<file path="config.mk">
export PLATFORM = sky130hd
export DESIGN_NAME = qam_demap_sequencer
export DESIGN_NICKNAME = d
export VERILOG_FILES = /design/src/rtl/qam_demap_sequencer.sv
export SDC_FILE = /design/constraint.sdc
export NUM_CORES = 1
export LEC_CHECK = 0
export ABC_AREA = 1
export CAP_MARGIN = 25
export CORE_MARGIN = 4
export CORE_UTILIZATION = 35
export CTS_CLUSTER_SIZE = 10
export DETAILED_ROUTE_END_ITERATION = 6
export HOLD_SLACK_MARGIN = 0.12
export SKIP_CTS_REPAIR_TIMING = 1
export SYNTH_ARGS = -nofsm -noshare
export SYNTH_HDL_FRONTEND = slang
export SYNTH_SLANG_ARGS = --single-unit
</file>
<file path="constraint.sdc">
create_clock -name i_dclk -period 1.2 [get_ports i_dclk]
set_input_delay 0.3 -clock i_dclk [delete_from_list [all_inputs] [get_ports i_dclk]]
set_output_delay 0.3 -clock i_dclk [all_outputs]
set_load 0.01 [all_outputs]
</file>
<file path="src/rtl/qam_demap_sequencer.sv">
// qam_demap_sequencer: strobe sequencer for the 16QAM demapper datapath (calibration, latch, shift burst).
// Define QAM_SEQ_PEND_EN to add a one-deep pending-symbol slot.
module qam_demap_sequencer #(
  parameter int BITS_PER_SYM = 4,
  parameter int CAL_SETTLE   = 8
) (
  input  logic i_dclk,
  input  logic i_rst,
  input  logic i_en,
  input  logic i_cal,
  input  logic i_sym_valid,
  input  logic i_ovr_clr,
  output logic o_latch_offset,
  output logic o_latch_reg,
  output logic o_shift,
  output logic o_busy,
  output logic o_cal_done,
  output logic o_overrun
);
  localparam int MAXV = BITS_PER_SYM > CAL_SETTLE ? BITS_PER_SYM : CAL_SETTLE;
  localparam int CW   = MAXV > 1 ? $clog2(MAXV) : 1;
  typedef enum logic [2:0] {IDLE, CAL_WAIT, CAL_LATCH, LATCH, SHIFT} state_t;
  state_t        r_state, w_next;
  logic [CW-1:0] r_cnt, w_cnt;
  logic          r_cal_done, r_overrun;
  logic          w_sv, w_last, w_slot, w_slot_ovr, w_ovr_set, w_pending;
  assign w_sv   = i_sym_valid & i_en;
  assign w_last = (r_state == SHIFT) && (r_cnt == '0);
  // a symbol arriving while one is still being latched or shifted out
  assign w_slot = w_sv & ((r_state == LATCH) | ((r_state == SHIFT) & ~w_last));
`ifdef QAM_SEQ_PEND_EN
  logic r_pending;
  assign w_pending  = r_pending;
  assign w_slot_ovr = w_slot & r_pending;
  always_ff @(posedge i_dclk or posedge i_rst)
    if (i_rst) r_pending <= 1'b0;
    else       r_pending <= w_last ? 1'b0 : (r_pending | w_slot);
`else
  assign w_pending  = 1'b0;
  assign w_slot_ovr = w_slot;
`endif
  always_comb begin
    w_next    = r_state;
    w_cnt     = r_cnt;
    w_ovr_set = w_slot_ovr;
    case (r_state)
      IDLE: begin
        w_next    = i_cal ? CAL_WAIT : (w_sv ? LATCH : IDLE);
        w_cnt     = i_cal ? CW'(CAL_SETTLE - 1) : r_cnt;
        w_ovr_set = i_cal & w_sv;
      end
      CAL_WAIT: begin
        w_cnt     = r_cnt - 1'b1;
        w_next    = (r_cnt == '0) ? CAL_LATCH : CAL_WAIT;
        w_ovr_set = w_sv;
      end
      CAL_LATCH: begin
        w_next    = IDLE;
        w_ovr_set = w_sv;
      end
      LATCH: begin
        w_next = SHIFT;
        w_cnt  = CW'(BITS_PER_SYM - 1);
      end
      default: begin
        w_cnt  = r_cnt - 1'b1;
        w_next = !w_last ? SHIFT : ((i_en && (w_pending || w_sv)) ? LATCH : IDLE);
      end
    endcase
  end
  always_ff @(posedge i_dclk or posedge i_rst)
    if (i_rst) begin
      r_state    <= IDLE;
      r_cnt      <= '0;
      r_cal_done <= 1'b0;
      r_overrun  <= 1'b0;
    end else begin
      r_state    <= w_next;
      r_cnt      <= w_cnt;
      r_cal_done <= r_cal_done | (r_state == CAL_LATCH);
      r_overrun  <= w_ovr_set | (r_overrun & ~i_ovr_clr);
    end
  assign o_latch_offset = r_state == CAL_LATCH;
  assign o_latch_reg    = r_state == LATCH;
  assign o_shift        = r_state == SHIFT;
  assign o_busy         = r_state != IDLE;
  assign o_cal_done     = r_cal_done;
  assign o_overrun      = r_overrun;
endmodule

</file>
==> flow_metrics.env <==
export IMPL_port_buffers=11
export IMPL_seqCellArea_sq_um=204
export IMPL_synth_compound_area_share_pct=10.9
export IMPL_syn_num_nets=65
export IMPL_grt_first_pass_wirelength_mm=1.86
export IMPL_synth_seq_cells=8
export IMPL_cap_violations=0
export IMPL_power_density_mw_per_mm2=2490
export IMPL_clkSinkCount=8
export IMPL_fmax_mhz=708
export IMPL_ant_nets=0
export IMPL_p_leak_nw=0.455
export IMPL_dieArea_sq_mm=0.00208
export IMPL_diodes=0
export IMPL_num_io_pins=12
export IMPL_synth_top_family_by_area="simple AND/OR/NAND/NOR gates"
export IMPL_finalCritPeriodShare_pct=118
export IMPL_place_inst=95
export IMPL_violations="setup timing"
export IMPL_synth_adder_area_share_pct=5.06
export IMPL_syn_area_sq_um=494
export IMPL_cp_end_kind="output port"
export IMPL_fill_cells=109
export IMPL_die_height_um=45.6
export IMPL_crit_type="reg2out"
export IMPL_drive_gt1_share_pct=52.9
export IMPL_drv_slew=0
export IMPL_num_nets_final=97
export IMPL_die_width_um=45.6
export IMPL_busiest_layer="met2"
export IMPL_period_minus_slack_ns=1.41
export IMPL_hold_viol=0
export IMPL_drt_iter0_markers=6
export IMPL_totalWireLength_mm=1.21
export IMPL_synthCells=57
export IMPL_met2_usage_pct=19.2
export IMPL_grt_overflow_total=0
export IMPL_synth_xor_area_share_pct=1.77
export IMPL_crit_required_ns=0.90
export IMPL_grt_start_max_net_pins=9
export IMPL_crit_top_cell="buf_6"
export IMPL_fin_util_pct=63.7
export IMPL_post_drt_wl_per_cell_um=11.8
export IMPL_grt_setup_unrepaired="true"
export IMPL_clk_path_buf_depth=2
export IMPL_yosys_area_share_simple_pct=32.7
export IMPL_place_hpwl_um=896
export IMPL_setup_viol=4
export IMPL_cp_cell_sequence="nor2_4 -> buf_6 -> nand2_4 -> buf_6"
export IMPL_core_sq_mm=0.00132
export IMPL_clock_latency_ns=0.25
export IMPL_antenna_found_initial=0
export IMPL_globalplace_congestion=0.799
export IMPL_critPathSlowestCell="dfrtp_2"
export IMPL_fin_skew_ns=0.00423
export IMPL_cts_max_level=1
export IMPL_hold_slack_ns=0.289
export IMPL_multi_input_area_sq_um=297
export IMPL_status="complete, but fails checks"
export IMPL_vias_per_cell=4.70
export IMPL_clkTransAtPathRegs_ns=0.05
export IMPL_cts_buffers=3
export IMPL_crit_arrival_ns=1.11
export IMPL_stdcell_count=102
export IMPL_synthMuxAreaShare_pct=0
export IMPL_yosysUniqueCellTypes=19
export IMPL_initial_core_util_pct=37.5
export IMPL_clockRootBuffer="clkbuf_4"
export IMPL_track_usage_pct=13.2
export IMPL_grt_pass1_vias=445
export IMPL_dr_pass1_iters=3
export IMPL_cp_start_kind="register"
export IMPL_yosysSeqAreaShare_pct=40.5
export IMPL_max_slew_margin_rel_pct=79.3
export IMPL_critPathMaxFanout=4
export IMPL_dr_total_vias=479
export IMPL_ys_warnings_count=0
export IMPL_worst_pin_slew_ns=0.309
export IMPL_syn_avg_cell_area_sq_um=8.67
export IMPL_min_path_type="in2async"
export IMPL_ir_worst_vdd_mv=1.33
export IMPL_grtUsageMet1_pct=16.0
export IMPL_area_growth_synth_to_final_pct=69.9
export IMPL_layout_setup_ws_ns=-0.213
export IMPL_core_rowCount=13
export IMPL_drc=0
export IMPL_use_met3_pct=7.11
export IMPL_cts_tree="yes"
export IMPL_max_stage_delay_ns=0.46
-- final cells by class --
class	instances	share of cell area, %
Clock buffer	3	2.68
Inverter	12	5.37
Multi-Input combinational cell	37	35.3
Sequential cell	8	24.3
Tap cell	15	2.24
Timing Repair Buffer	27	30.1
-- cell usage after synthesis --
cell | n | area share [%]
or2_1 | 1 | 1.3
nand3b_4 | 1 | 4.1
o21ai_0 | 1 | 1.0
nand2_1 | 9 | 6.8
nand3_2 | 2 | 4.1
o21ai_2 | 1 | 1.8
nor3_2 | 1 | 2.0
inv_2 | 3 | 2.3
nand2_2 | 4 | 5.1
inv_1 | 9 | 6.8
ha_1 | 2 | 5.1
dfrtp_1 | 8 | 41
a21oi_2 | 2 | 3.5
o21ai_1 | 1 | 1.0
nor2_4 | 1 | 2.3
xor2_1 | 1 | 1.8
nor2_1 | 4 | 3.0
o221ai_1 | 2 | 3.5
nand3_1 | 4 | 4.1
-- layer usage --
| layer | vias up | wire length, um |
|---|---|---|
| li1 | 245 | - |
| met1 | 220 | 524 |
| met2 | 10 | 602 |
| met3 | 4 | 49 |
| met4 | 0 | 29 |
| met5 | - | 0 |
-- worst max-delay path: cells and delay by family (launching register included) --
kind,cells,cell delay [ns]
buffers and inverters,2,0.23
flip-flops,1,0.46
AND/OR/NAND/NOR,2,0.17
-- through the flow --
step	setup slack, ns	total power, mW	instance area [sq um]	TNS [ns]
global placement	-0.335	1.55	713	-1.48
finish	-0.213	2.09	840	-0.771
global route	-0.286	2.27	840	-1.10
detailed placement	-0.361	1.57	713	-1.51
CTS	-0.633	1.78	736	-2.91
floorplan	0.128	1.08	494	0
-- path summary, 6_finish.rpt --
check | from | to | slack (ns) | depth (start not counted)
setup / recovery | r_state[0] | o_busy | -0.21 | 4
hold / removal | i_rst | o_cal_done | 0.29 | 2
setup reg to reg | r_state[0] | r_cnt[1] | 0.02 | 7
hold reg to reg | o_cal_done | o_cal_done | 0.46 | 1
max in group asynchronous | i_rst | r_state[2] | 0.65 | 2
min in group i_dclk | o_cal_done | o_cal_done | 0.46 | 1
-- cell usage in the layout (no fill, tap or decap), types with 2 or more instances in the layout --
cell and count:
inv_1 8, nand2_2 3, buf_6 8, nand2_1 7
dlymetal6s2s_1 2, nand2_4 3, inv_2 4, buf_4 11
dfrtp_1 5, nor2_1 3, nor2_4 2, ha_1 2
nand3_1 4, clkdlybuf4s50_1 5, a21oi_2 2, clkbuf_4 3
dfrtp_2 3
-- cell families after synthesis --
logic type,after synthesis
AND/OR/NAND/NOR,27
adder cells (fa/ha/maj),2
XOR/XNOR,1
flip-flops,8
AO/OA/AOI/OAI,7
buffers and inverters,12
-- power by group --
| part | leakage (nW) | switching (mW) | internal, mW |
|---|---|---|---|
| combinational | 0.351 | 0.649 | 0.725 |
| sequential | 0.0903 | 0.116 | 0.401 |
| clock | 0.0138 | 0.0854 | 0.114 |
| total | 0.455 | 0.850 | 1.24 |
-- state kept, by name, indices dropped and copies added, names as in the netlist --
signal / flops
r_state: 3
r_cnt: 3
o_overrun: 1
o_cal_done: 1
Power figures use the tool's default switching activity.
